[src/rtl/pattern_match_pkg.sv]
// Purpose : shared types for the serial pattern-match run controller.
// Latency : n/a (types and constants only).
// Backpressure: n/a.
// Contents: FSM state encoding, run-end status codes and the status width.
package pattern_match_pkg;

   localparam int STATUS_W = 2;

   typedef enum logic [1:0] {
      IDLE = 2'd0,
      ARM  = 2'd1,
      RUN  = 2'd2,
      DONE = 2'd3
   } state_e;

   typedef enum logic [STATUS_W-1:0] {
      ST_LIMIT   = 2'd0,
      ST_ABORT   = 2'd1,
      ST_BADCFG  = 2'd2,
      ST_TIMEOUT = 2'd3
   } status_e;

endpackage

[src/rtl/pattern_shift_match.sv]
// Purpose : shift buffer, fill counter and length-masked compare for the matcher.
// Latency : hit is combinational on the beat being shifted; state updates on clk.
// Backpressure: none; a beat is taken whenever shift is high.
// Ports:
//   clk, rst            clock, async active-high reset
//   clear               zero buffer and fill (wins over shift)
//   shift, din          consume one serial bit
//   len, pattern        active length and pattern (bit [len-1] first on the wire)
//   hit                 the bit on din, if shifted now, completes a match
module pattern_shift_match
   import pattern_match_pkg::*;
#(
   parameter int MAX_LEN = 8,
   parameter int LEN_W   = $clog2(MAX_LEN + 1)
) (
   input  logic               clk,
   input  logic               rst,
   input  logic               clear,
   input  logic               shift,
   input  logic               din,
   input  logic [LEN_W-1:0]   len,
   input  logic [MAX_LEN-1:0] pattern,
   output logic               hit
);

   logic [MAX_LEN-1:0] buf_q, buf_d;
   logic [LEN_W-1:0]   fill_q, fill_d;
   logic [MAX_LEN-1:0] buf_nxt;
   logic [MAX_LEN-1:0] mask;
   logic [LEN_W:0]     fill_inc;
   logic               full_nxt;

   assign buf_nxt  = {buf_q[MAX_LEN-2:0], din};
   assign fill_inc = {1'b0, fill_q} + (LEN_W+1)'(1);
   assign full_nxt = (fill_inc >= {1'b0, len});

   // Only the low len bits of buffer and pattern take part in the compare.
   always_comb begin
      mask = '0;
      for (int i = 0; i < MAX_LEN; i++) begin
         mask[i] = (i < int'(len));
      end
   end

   // Evaluated as if din were shifted this cycle; the caller gates it with its beat.
   assign hit = full_nxt && (((buf_nxt ^ pattern) & mask) == '0);

   always_comb begin
      buf_d  = buf_q;
      fill_d = fill_q;
      if (clear) begin
         buf_d  = '0;
         fill_d = '0;
      end else if (shift) begin
         buf_d  = buf_nxt;
         fill_d = full_nxt ? len : fill_inc[LEN_W-1:0];
      end
   end

   always_ff @(posedge clk or posedge rst) begin
      if (rst) begin
         buf_q  <= '0;
         fill_q <= '0;
      end else begin
         buf_q  <= buf_d;
         fill_q <= fill_d;
      end
   end

endmodule

[src/rtl/pattern_match_ctrl.sv]
// Purpose : run controller for a programmable MSB-first serial pattern matcher.
// Latency : match/match_count update one cycle after the completing beat; done one cycle after the end event.
// Backpressure: none; every din_valid beat in RUN is consumed, beats outside RUN are dropped.
// Ports:
//   clk, reset                       clock, async active-high reset
//   start, abort                     run control (start sampled in IDLE only)
//   cfg_pattern/len/overlap/limit    configuration, latched on an accepted start
//   din, din_valid                   serial input beat
//   busy, match, match_count, done, status   run outputs
// Optional feature: define PATTERN_MATCH_TIMEOUT_EN to end a run after
// TIMEOUT_CYCLES consecutive cycles in RUN without a beat (status TIMEOUT).
module pattern_match_ctrl
   import pattern_match_pkg::*;
#(
   parameter  int MAX_LEN        = 8,
   parameter  int CNT_W          = 16,
   parameter  int TIMEOUT_CYCLES = 1024,
   localparam int LEN_W          = $clog2(MAX_LEN + 1)
) (
   input  logic                clk,
   input  logic                reset,
   input  logic                start,
   input  logic                abort,
   input  logic [MAX_LEN-1:0]  cfg_pattern,
   input  logic [LEN_W-1:0]    cfg_len,
   input  logic                cfg_overlap,
   input  logic [CNT_W-1:0]    cfg_limit,
   input  logic                din,
   input  logic                din_valid,
   output logic                busy,
   output logic                match,
   output logic [CNT_W-1:0]    match_count,
   output logic                done,
   output logic [STATUS_W-1:0] status
);

   state_e             state_q, state_d;
   status_e            status_q, status_d;
   logic [CNT_W-1:0]   count_q, count_d;
   logic               match_q, match_d;
   logic [MAX_LEN-1:0] pat_q, pat_d;
   logic [LEN_W-1:0]   len_q, len_d;
   logic               ovl_q, ovl_d;
   logic [CNT_W-1:0]   lim_q, lim_d;

   logic               shift;
   logic               clear;
   logic               hit;
   logic               beat_hit;
   logic               timeout;
   logic [CNT_W-1:0]   cnt_inc;
   logic               len_ok;

   // Abort suppresses the beat entirely: it is neither shifted nor counted.
   assign shift    = (state_q == RUN) && din_valid && !abort;
   assign beat_hit = shift && hit;
   // Non-overlapping mode restarts the history after each match.
   assign clear    = (state_q == ARM) || (beat_hit && !ovl_q);
   assign cnt_inc  = (count_q == '1) ? count_q : count_q + CNT_W'(1);
   assign len_ok   = (cfg_len != '0) && (cfg_len <= LEN_W'(MAX_LEN));

   pattern_shift_match #(
      .MAX_LEN (MAX_LEN),
      .LEN_W   (LEN_W)
   ) u_shift (
      .clk     (clk),
      .rst     (reset),
      .clear   (clear),
      .shift   (shift),
      .din     (din),
      .len     (len_q),
      .pattern (pat_q),
      .hit     (hit)
   );

`ifdef PATTERN_MATCH_TIMEOUT_EN
   localparam int TO_W = $clog2(TIMEOUT_CYCLES + 1);
   logic [TO_W-1:0] idle_q, idle_d;

   // Counts consecutive beat-less cycles in RUN; zero everywhere else, so it
   // starts clean on every entry to RUN.
   always_comb begin
      idle_d  = '0;
      timeout = 1'b0;
      if (state_q == RUN && !din_valid) begin
         idle_d  = idle_q + TO_W'(1);
         timeout = (idle_d == TO_W'(TIMEOUT_CYCLES));
      end
   end

   always_ff @(posedge clk or posedge reset) begin
      if (reset) idle_q <= '0;
      else       idle_q <= idle_d;
   end
`else
   // Feature compiled out; the parameter is referenced only so overriding it stays legal.
   assign timeout = 1'b0 & (TIMEOUT_CYCLES == 0);
`endif

   always_comb begin
      state_d  = state_q;
      status_d = status_q;
      count_d  = count_q;
      match_d  = 1'b0;
      pat_d    = pat_q;
      len_d    = len_q;
      ovl_d    = ovl_q;
      lim_d    = lim_q;
      case (state_q)
         IDLE: begin
            if (start && !abort) begin
               pat_d    = cfg_pattern;
               len_d    = cfg_len;
               ovl_d    = cfg_overlap;
               lim_d    = cfg_limit;
               count_d  = '0;
               status_d = ST_LIMIT;
               if (len_ok) begin
                  state_d = ARM;
               end else begin
                  state_d  = DONE;
                  status_d = ST_BADCFG;
               end
            end
         end
         ARM: begin
            if (abort) begin
               state_d  = DONE;
               status_d = ST_ABORT;
            end else begin
               state_d = RUN;
            end
         end
         RUN: begin
            if (abort) begin
               state_d  = DONE;
               status_d = ST_ABORT;
            end else if (beat_hit) begin
               match_d = 1'b1;
               count_d = cnt_inc;
               if (lim_q != '0 && cnt_inc == lim_q) begin
                  state_d  = DONE;
                  status_d = ST_LIMIT;
               end
            end else if (timeout) begin
               state_d  = DONE;
               status_d = ST_TIMEOUT;
            end
         end
         DONE: begin
            state_d = IDLE;
         end
         default: begin
            state_d = IDLE;
         end
      endcase
   end

   always_ff @(posedge clk or posedge reset) begin
      if (reset) begin
         state_q  <= IDLE;
         status_q <= ST_LIMIT;
         count_q  <= '0;
         match_q  <= 1'b0;
         pat_q    <= '0;
         len_q    <= '0;
         ovl_q    <= 1'b0;
         lim_q    <= '0;
      end else begin
         state_q  <= state_d;
         status_q <= status_d;
         count_q  <= count_d;
         match_q  <= match_d;
         pat_q    <= pat_d;
         len_q    <= len_d;
         ovl_q    <= ovl_d;
         lim_q    <= lim_d;
      end
   end

   // done is decoded from the one-cycle DONE state, so a limit-ending match
   // pulse and the done pulse land in the same cycle.
   assign busy        = (state_q == ARM) || (state_q == RUN);
   assign done        = (state_q == DONE);
   assign match       = match_q;
   assign match_count = count_q;
   assign status      = status_q;

endmodule

[config.mk]
export PLATFORM = sky130hd
export DESIGN_NAME = pattern_match_ctrl
export DESIGN_NICKNAME = d
export VERILOG_FILES = /design/src/rtl/pattern_match_pkg.sv /design/src/rtl/pattern_shift_match.sv /design/src/rtl/pattern_match_ctrl.sv
export SDC_FILE = /design/constraint.sdc
export NUM_CORES = 1
export LEC_CHECK = 0
export CAP_MARGIN = 0
export CELL_PAD_IN_SITES_DETAIL_PLACEMENT = 1
export CELL_PAD_IN_SITES_GLOBAL_PLACEMENT = 1
export CORE_MARGIN = 2
export CORE_UTILIZATION = 43
export CTS_CLUSTER_DIAMETER = 100
export DETAILED_ROUTE_END_ITERATION = 12
export PLACE_DENSITY = 0.79
export SLEW_MARGIN = 20
export SYNTH_ARGS = -nofsm -noshare
export SYNTH_HDL_FRONTEND = slang
export SYNTH_SLANG_ARGS = --single-unit
[constraint.sdc]
create_clock -name clk -period 3.8 [get_ports clk]
set_input_delay 0.57 -clock clk [delete_from_list [all_inputs] [get_ports clk]]
set_output_delay 0.57 -clock clk [all_outputs]
set_load 0.01 [all_outputs]
==> flow_summary.ini <==
[synthesis]
yosysSeqAreaShare_pct = 38.46
synth-compound-area-share_pct = 16.33
syn_warnings = 0
yosys.area_share.simple_pct = 20.84
async_flop_share_pct = 100.0
syn_nets = 461
syn_inst = 416
synth_ff_type = dfrtp_1
netlist-cell-type-count = 69
number_of_synthesized_flops_with_an_enable_pin = 0
post_synth_fa_ha_maj_area_fraction_pct = 3.153
largest_family_of_logic_cells_by_synthesized_area = simple AND/OR/NAND/NOR gates
synth_area_in_xor_xnor_pct = 6.526
synth_area_per_cell_um2 = 9.540
post_synth_instance_area_mm2 = 0.003969
synth.mux.area_fraction_pct = 10.09
postSynthRegisterBits = 61

[global_route]
grt_max_degree = 37
groute.usage.overall_pct = 24.39
wire_length_of_the_first_global_routing_pass_um = 19100
gr_ovfl_total = 0
number_of_antenna_violations_at_the_first_check_in_global_routing = 0
grt_pass1_vias = 3756

[placed_design]
hpwl_um = 8718
dp_slack_ns = 0.5465
placedCellCount = 568
placed_area_mm2 = 0.004588
gp_congestion = 0.9574
placement.io_buffers = 55

[job]
cap_violations = 0

[clock_tree]
clock_sink_count = 61
cts_buffers = 9
clockRootBuffer = clkbuf_8
cts.path.max_buffers = 2
cts-htree-levels = 3
cts_tree = built
path_clk_slew_ns = 0.07
post_cts.repair.setup_buffers = 0
ctsHoldBuffers = 0
worstSkewPairLatency_ns = 0.34
cts.repair.resized = 0

[critical_path]
critical_path.endpoint_type = register
cp.arrival_ns = 3.55
critPathKind = register to register
critPathMaxFanout = 10
setup.worst_path.start_class = register
worst-r2r-cell-count = 9
regToRegStartpoint = match_count[1]$_DFFE_PP0P_
internal_reg_to_reg_setup_slack_ns = 0.50
required_time_of_the_critical_path_ns = 4.05
worstReg2RegEnd = state_q[0]$_DFFE_PP0P_
setup.worst_path.start = match_count[1]$_DFFE_PP0P_

[routing]
route.detailed.wl_per_inst_um = 19.80
detailedRoute.firstIterationViolations = 123
ant_nets = 0
route.vias.total = 3515
post_drt_via_cell_ratio = 6.019
post-route-drc-count = 0
drt_pass1_iterations = 4
wirelength_um = 11560

[floorplan]
num_rows = 35
placeable_core_region_mm2 = 0.009109
floorplan.die.height_um = 100.1
die_area_mm2 = 0.01001
die_w_um = 100.1
ioPinCount = 56
initial_core_util_pct = 43.57

[power]
p_sw_share_pct = 39.78
comb_power_share_pct = 43.9
proportion_of_power_drawn_by_the_clock_network_pct = 20.4
totalPowerFinal_mw = 3.134
switchingPower_mw = 1.247
power.density_cell_area_mw_per_mm2 = 652.4
seqPwrFrac_pct = 35.7
internal-power_mw = 1.887
vdd_drop_max_uv = 387.5
static_leakage_nw = 1.983

[final_layout]
antenna_cells = 0
fill_cells = 1065
nNetsFinal = 513
layout-drive-gt1-share_pct = 15.01
postLayoutCoreUtil_pct = 52.73
mostFrequentLayoutCell = dfrtp_1
multiInputGateArea_mm2 = 0.002260
stdcell_count = 584
final-seq-area_mm2 = 0.001526
final_cell_area_mm2 = 0.004803
layout_common_cells = dfrtp_1 (61), clkdlybuf4s50_1 (55), nand2_1 (39)
layout-area-overhead-vs-synth_pct = 21.03

[timing]
fin_worst_hold_slack_ns = 0.5325
timing.setup.tns_ns = 0
timing_worst_slew_pin_value_ns = 0.7542
min_period_ns = 3.296
fin_crit_sh_pct = 86.73
final_max_slew_viol_count = 0
max_freq_ghz = 0.3034
slew-limit-headroom_pct = 49.65
finalSetupViolCount = 0
finalWorstSetupSlack_ns = 0.5043
hold_viol_final = 0
layout_skew_ns = 0.01197
setup_repair_after_global_routing_missed_its_margin = false

[hold_path]
hold_path.class = register to register
timing.hold.worst_path_depth = 1
hold_end = pat_q[2]$_DFFE_PP0P_
worstHoldStart = pat_q[2]$_DFFE_PP0P_

[outcome]
status = finished, final reports clean
-- metal layers --
| metal | GRT usage, % | wire length [um] | share of wire (%) | up-vias |
|---|---|---|---|---|
| met4 | 9.484 | 254 | 2.2 | 0 |
| met1 | 29.84 | 4911 | 42 | 1763 |
| met3 | 3.760 | 456 | 3.9 | 22 |
| met5 | 0 | 0 | 0 | - |
| met2 | 43.24 | 5939 | 51 | 96 |
| li1 | - | - | - | 1634 |
-- worst max-delay path by stage --
stage                             end  slack [ns]  depth (start not counted)
2_1_floorplan  state_q[0]$_DFFE_PP0P_        0.79                         10
3_3_place_gp   state_q[0]$_DFFE_PP0P_        0.65                          9
3_5_place_dp   state_q[0]$_DFFE_PP0P_        0.55                          9
4_1_cts        state_q[0]$_DFFE_PP0P_        0.54                          9
5_1_grt        state_q[0]$_DFFE_PP0P_        0.30                          9
6_report       state_q[0]$_DFFE_PP0P_        0.50                          9
-- state kept, by name (all words and copies together) (netlist names) --
name	cells
status	2
match_count	16
lim_q	16
u_shift.buf_q	7
len_q	4
pat_q	8
u_shift.fill_q	4
ovl_q	1
state_q	2
match	1
-- cell type report --
class	count	area share (%)
repair buffers	64	12.87
inverters	12	0.9377
clock buffers	10	2.657
multi-input cells	320	47.04
well taps	111	2.891
flip-flops and latches	61	31.78
clock inverters	6	1.823
-- worst max-delay path: stages, from the launching register on --
cell	delay, ns
dfrtp_1	0.47
ha_1	0.31
nand3_2	0.29
nor3_1	0.57
nand3_1	0.20
nand4_1	0.15
nand4bb_1	0.13
or4_4	0.57
o41a_1	0.38
a31oi_1	0.14
-- synth_stat cells (all sizes together), types with 2 or more instances --
cell type	n	share of area, %
o2111ai	2	0.44
or2	3	0.47
a31o	3	0.66
a211oi	6	1.1
and4	6	1.4
o31ai	2	0.38
clkbuf	10	0.95
nand3b	3	0.57
o21ai	19	2.4
nand3	12	1.6
nand2	39	3.7
a21o	2	0.38
xnor2	18	4.0
nor2b	2	0.32
a22o	2	0.44
nor3	11	1.8
a211o	3	0.66
a2111oi	2	0.60
dfrtp	61	38
o211ai	3	0.57
ha	10	3.2
nand2b	5	0.79
mux2i	4	1.0
nor2	29	2.7
and3	3	0.47
buf	13	2.5
or3	3	0.47
a31oi	7	1.1
nand4	9	2.0
nor4	13	3.0
xor2	9	2.0
a21oi	35	4.4
inv	12	1.1
mux2	32	9.1
and2	4	0.63
a41oi	2	0.44
-- cells by family (layout without fill, tap and decap cells) --
| group | Yosys count | count (layout) |
|---|---|---|
| AOI/OAI and AO/OA | 100 | 100 |
| xor gates and xnor gates | 28 | 28 |
| adders and majority gates | 10 | 10 |
| buffers and inverters | 35 | 92 |
| DFF | 61 | 61 |
| muxes | 36 | 36 |
| and+or+nand+nor | 146 | 146 |
-- power groups by stage --
| stage | registers (mW) | clock network, mW | logic, mW |
|---|---|---|---|
| CTS | 1.11 | 0.655 | 1.38 |
| detailed placement | 1.13 | 0 | 1.36 |
| finish | 1.12 | 0.639 | 1.38 |
| floorplan | 1.03 | 0 | 0.965 |
| global route | 1.15 | 0.682 | 1.52 |
| global placement | 1.12 | 0 | 1.30 |
Power figures use the tool's default switching activity.
==> patch 1 (same flow settings) <==
Encoding of `state_e`: now one-hot (4 bits for 4 states).
--- a/src/rtl/pattern_match_pkg.sv
+++ b/src/rtl/pattern_match_pkg.sv
@@ -6,11 +6,11 @@
 
    localparam int STATUS_W = 2;
 
-   typedef enum logic [1:0] {
-      IDLE = 2'd0,
-      ARM  = 2'd1,
-      RUN  = 2'd2,
-      DONE = 2'd3
+   typedef enum logic [3:0] {
+      IDLE = 4'b0001,
+      ARM  = 4'b0010,
+      RUN  = 4'b0100,
+      DONE = 4'b1000
    } state_e;
 
    typedef enum logic [STATUS_W-1:0] {
Function: same outputs for any inputs over 10 cycles, from zero or initial values and one cycle with reset high; not proved beyond that.
==> patch 1 against the unedited design <==
Setup slack improved by 0.0061 ns. Cell area fell by 1.1%. Synthesized area fell by 0.88%. First-iteration DRC count rose by 32%. Sequential cell count rose by 2. Clock skew rose by 0.00078 ns. Wire length rose by 1.9%. Critical path type unchanged. Critical endpoint is now status[0]$_DFFE_PP0P_.
Power is not compared: it rests on default switching activity, and its combinational part moved more than twofold at a synthesized area within 25%.
==> patch 1: results (changes against the unedited design) <==
metric	value	unit	change
outcome	finished, final reports clean		
routing usage on met1	35.3	%	+5.4 points
footprint of the multi-input gates	0.00221	mm²	-2.1%
Synth cell types	76		+10%
metal1 wirelength	5950	µm	+21%
hpwl dp	8540	µm	-2.0%
global-route wire length before repair	19700	µm	+2.9%
bufs w/o clock	61		-4.7%
Worst Setup End Kind	flip-flop		
fillers	1059		-0.56%
Synth Flop Type	dfrtp_1		
met2 wire length	5370	µm	-9.6%
post-synthesis sequential area ratio	40.1	%	+1.6 points
hold depth	2		+1
Global Route Usage Sum	25.1	%	+0.74 points
global route hottest layer	met2		
Mapped Area	0.00393	mm²	-0.88%
Skew-Pair Late Insertion Delay	0.34	ns	about the same
Cell Count, Final, Fillers Out	610		+4.5%
syn_nets	490		+6.3%
wire per inst	19.3	µm	-2.4%
First DRT Iteration DRCs	162		+32%
Lkg Pwr	2.01	nW	
Final nets	539		+5.1%
layout clock buffer count	12		+2
Slew HR	61.1	%	+11 points
hold path endpoint	pat_q[4]$_DFFE_PP0P_		
sw frac	31.4	%	
Num CTS Buffers	9		unchanged
Flop pwr share	46.8	%	
GPL Wtd Cong	0.941		-1.8%
synth cell count leaders	nand2_1, dfrtp_1, nor2_1, a21oi_1, xnor2_1		
dominant cells by area after synthesis	dfrtp_1, nand2_1, xnor2_1		
vias in the first global route	3768		+0.32%
NonClk Buf Share	12.5	%	-0.33 points
met2 usage	40.8	%	-2.4 points
CP endpoint	status[0]$_DFFE_PP0P_		
drt first pass iters	4		unchanged
skew final	0.0128	ns	+0.000777 ns
Hold Crit Start	pat_q[4]$_DFFE_PP0P_		
via count	3544		+0.83%
sequential cell area share	33.2	%	+1.4 points
number of sequential cells	63		+3.3%
pin count of the biggest net entering global routing	44		+19%
syn_area_per_cell	8.76	µm²	-8.2%
share of cells above drive strength 1	9.76	%	-5.2 points
WL met3	292	µm	-36%
non-clock inverter count	8		-4
dpl cells	595		+4.8%
Comb power frac	19.7	%	
multi-input gate count	355		+11%
grt met3 use	3.37	%	-0.39 points
# diodes	0		unchanged
Post-DP Area	0.00455	mm²	-0.82%
final hold slack	0.496	ns	-0.0362 ns
Clock buf/inv share	4.16	%	-0.32 points
==> patch 1: worst max-delay path: stages (launching register included) <==
cell and delay, ns:
dfrtp_1 0.49, ha_1 0.43, nand4_4 0.27, or3_4 0.50, nor2_8 0.18, nand3_2 0.07, a2111oi_1 0.55, nand4_2 0.22
a21o_1 0.23, a22o_1 0.22
==> patch 1: cell families (layout without fill, tap and decap cells) <==
kind of cell	after synthesis	after routing	synth area share (%)
fa+ha+maj	6	6	1.91
flops	63	63	40.1
xor+xnor	27	27	6.01
mux	5	5	1.40
buf+inv	31	84	3.82
simple gates	221	221	29.3
compound gates	96	96	17.4
==> patch 1: metrics by stage <==
step                worst slack, ns  total power, mW  util (%)
floorplan                     0.932             1.07         -
global placement              0.589             1.21      51.7
detailed placement            0.538             1.23      51.7
CTS                           0.512             1.84      53.9
global route                  0.350             1.92      53.9
finish                        0.510             1.83      53.9
==> patch 2 (config.mk and constraints unchanged) <==
Without the edit above. `MAX_LEN` is set to 8 in 2 places; all go to 16.
--- a/src/rtl/pattern_shift_match.sv
+++ b/src/rtl/pattern_shift_match.sv
@@ -10,7 +10,7 @@
 module pattern_shift_match
    import pattern_match_pkg::*;
 #(
-   parameter int MAX_LEN = 8,
+   parameter int MAX_LEN = 16,
    parameter int LEN_W   = $clog2(MAX_LEN + 1)
 ) (
    input  logic               clk,
--- a/src/rtl/pattern_match_ctrl.sv
+++ b/src/rtl/pattern_match_ctrl.sv
@@ -12,7 +12,7 @@
 module pattern_match_ctrl
    import pattern_match_pkg::*;
 #(
-   parameter  int MAX_LEN        = 8,
+   parameter  int MAX_LEN        = 16,
    parameter  int CNT_W          = 16,
    parameter  int TIMEOUT_CYCLES = 1024,
    localparam int LEN_W          = $clog2(MAX_LEN + 1)
Interface: changed (resized cfg_len and cfg_pattern); port bits go from 56 to 65. No check against the original RTL was run, so the function may have changed too.
==> patch 2 against the unedited design <==
Synthesized area is 19% higher. Wire length rose by 27%. Critical path type unchanged. Sequential cell count increased by 18. Critical endpoint is now status[1]$_DFFE_PP0P_. Core utilization is 1.1 points higher. Via count increased by 25%. Synthesized cell count grew 34%. Total power rose by 18%. Cell area grew 20%. Setup slack got worse by 0.091 ns. Hold slack worse by 0.031 ns. Clock power up 25%. Sequential share of layout area up 2.4 points. Combinational power is 12% higher.
==> patch 2: results (changes against the unedited design) <==
metric	value	unit	change
outcome	finished, final reports clean		
synth cell count leaders	nand2_1, dfrtp_1, a21oi_1, nor2_1, xnor2_1		
Global Route Usage Sum	26.6	%	+2.2 points
Reg2Reg Depth	10		+1
slowest CP cell	or4_1		
H-Tree Depth	3		unchanged
First DRT Iteration DRCs	268		+120%
Hold Crit Start	status[0]$_DFFE_PP0P_		
hpwl dp	10700	µm	+23%
Comb power frac	41.7	%	-2.2 points
Setup Crit Path Kind	flip-flop to flip-flop		
Peak VDD IR	0.306	mV	-21%
core area	0.0107	mm²	+18%
min cycle time layout	3.39	ns	+0.0914 ns
Post-CTS Setup Bufs	0		unchanged
worst slack, placed	0.400	ns	-0.147 ns
wire per inst	19.1	µm	-3.4%
Crit path largest cell delay	0.59	ns	+0.02 ns
drt via density	5.75		-4.5%
Post-CTS Hold Fix Bufs	0		unchanged
syn_nets	613		+33%
Reg-to-Reg End	status[1]$_DFFE_PP0P_		
Post-synth ARST share	100	%	unchanged
Synth Area in Adders	3.34	%	+0.19 points
CP Data Arrival Time	3.64	ns	+0.09 ns
fillers	1309		+23%
Critical Path Fanout Max	9		-1
final hold slack	0.502	ns	-0.0308 ns
GPL Wtd Cong	0.922		-3.7%
Critical Path Source	match_count[0]$_DFFE_PP0P_		
FF-to-FF setup slack	0.41	ns	-0.09 ns
via count	4398		+25%
Skew-Pair Late Insertion Delay	0.37	ns	+0.03 ns
Pwr Total	3.71	mW	+18%
Synth Area in Compound Gates	18.4	%	+2.1 points
Final nets	676		+32%
global-route wire length before repair	24000	µm	+26%
Lkg Pwr	2.51	nW	+26%
IO buf count	64		+16%
Pint	2.24	mW	+19%
share of cells above drive strength 1	8.00	%	-7.0 points
# diodes	0		unchanged
proportion of synthesized area in mux cells	1.80	%	-8.3 points
Synth cell types	63		-8.7%
Slew HR	43.4	%	-6.2 points
vias in the first global route	4626		+23%
power in sequential cells	1.36	mW	+21%
post-synthesis sequential area ratio	41.9	%	+3.5 points
dominant cells by area after synthesis	dfrtp_1, nand2_1, xnor2_1		
skew final	0.0120	ns	+0.0000312 ns
hold path endpoint	status[0]$_DFFE_PP0P_		
pin count of the biggest net entering global routing	48		+30%
clk slew on worst S/H paths	0.09	ns	+0.02 ns
xor and xnor area share after synthesis	6.50	%	-0.024 points
## patch 2: changes by cell type after synthesis, sizes merged, moves of 4 or more
cell	unedited run	this run
clkbuf	10	19
nand2	39	163
nor3	11	5
a21oi	35	44
dfrtp	61	79
mux2	32	1
a21bo	0	4
xnor2	18	25
o211ai	3	8
## patch 2: final cells by class
class                           count  area, µm²  share of cell area (%)
Multi-Input combinational cell    433       2550                    44.1
Sequential cell                    79       1980                    34.2
Timing Repair Buffer               82        776                    13.4
Tap cell                          140        175                    3.03
Clock buffer                       12        155                    2.68
Clock inverter                      3       90.1                    1.56
Inverter                           16       61.3                    1.06
## patch 2: layer usage
layer	up-vias	wire length [µm]	share of wire (%)	GRT usage, %
li1	2063	-	-	-
met4	0	446	3.0	10.5
met2	115	7340	50	45.7
met5	-	0	0	0
met1	2187	6310	43	33.6
met3	33	532	3.6	4.00
## patch 2: per-stage QoR
stage	cell area (µm²)	instances
global placement	5540	750
detailed placement	5540	750
finish	5780	765
floorplan	4710	558
CTS	5780	765
global route	5780	765
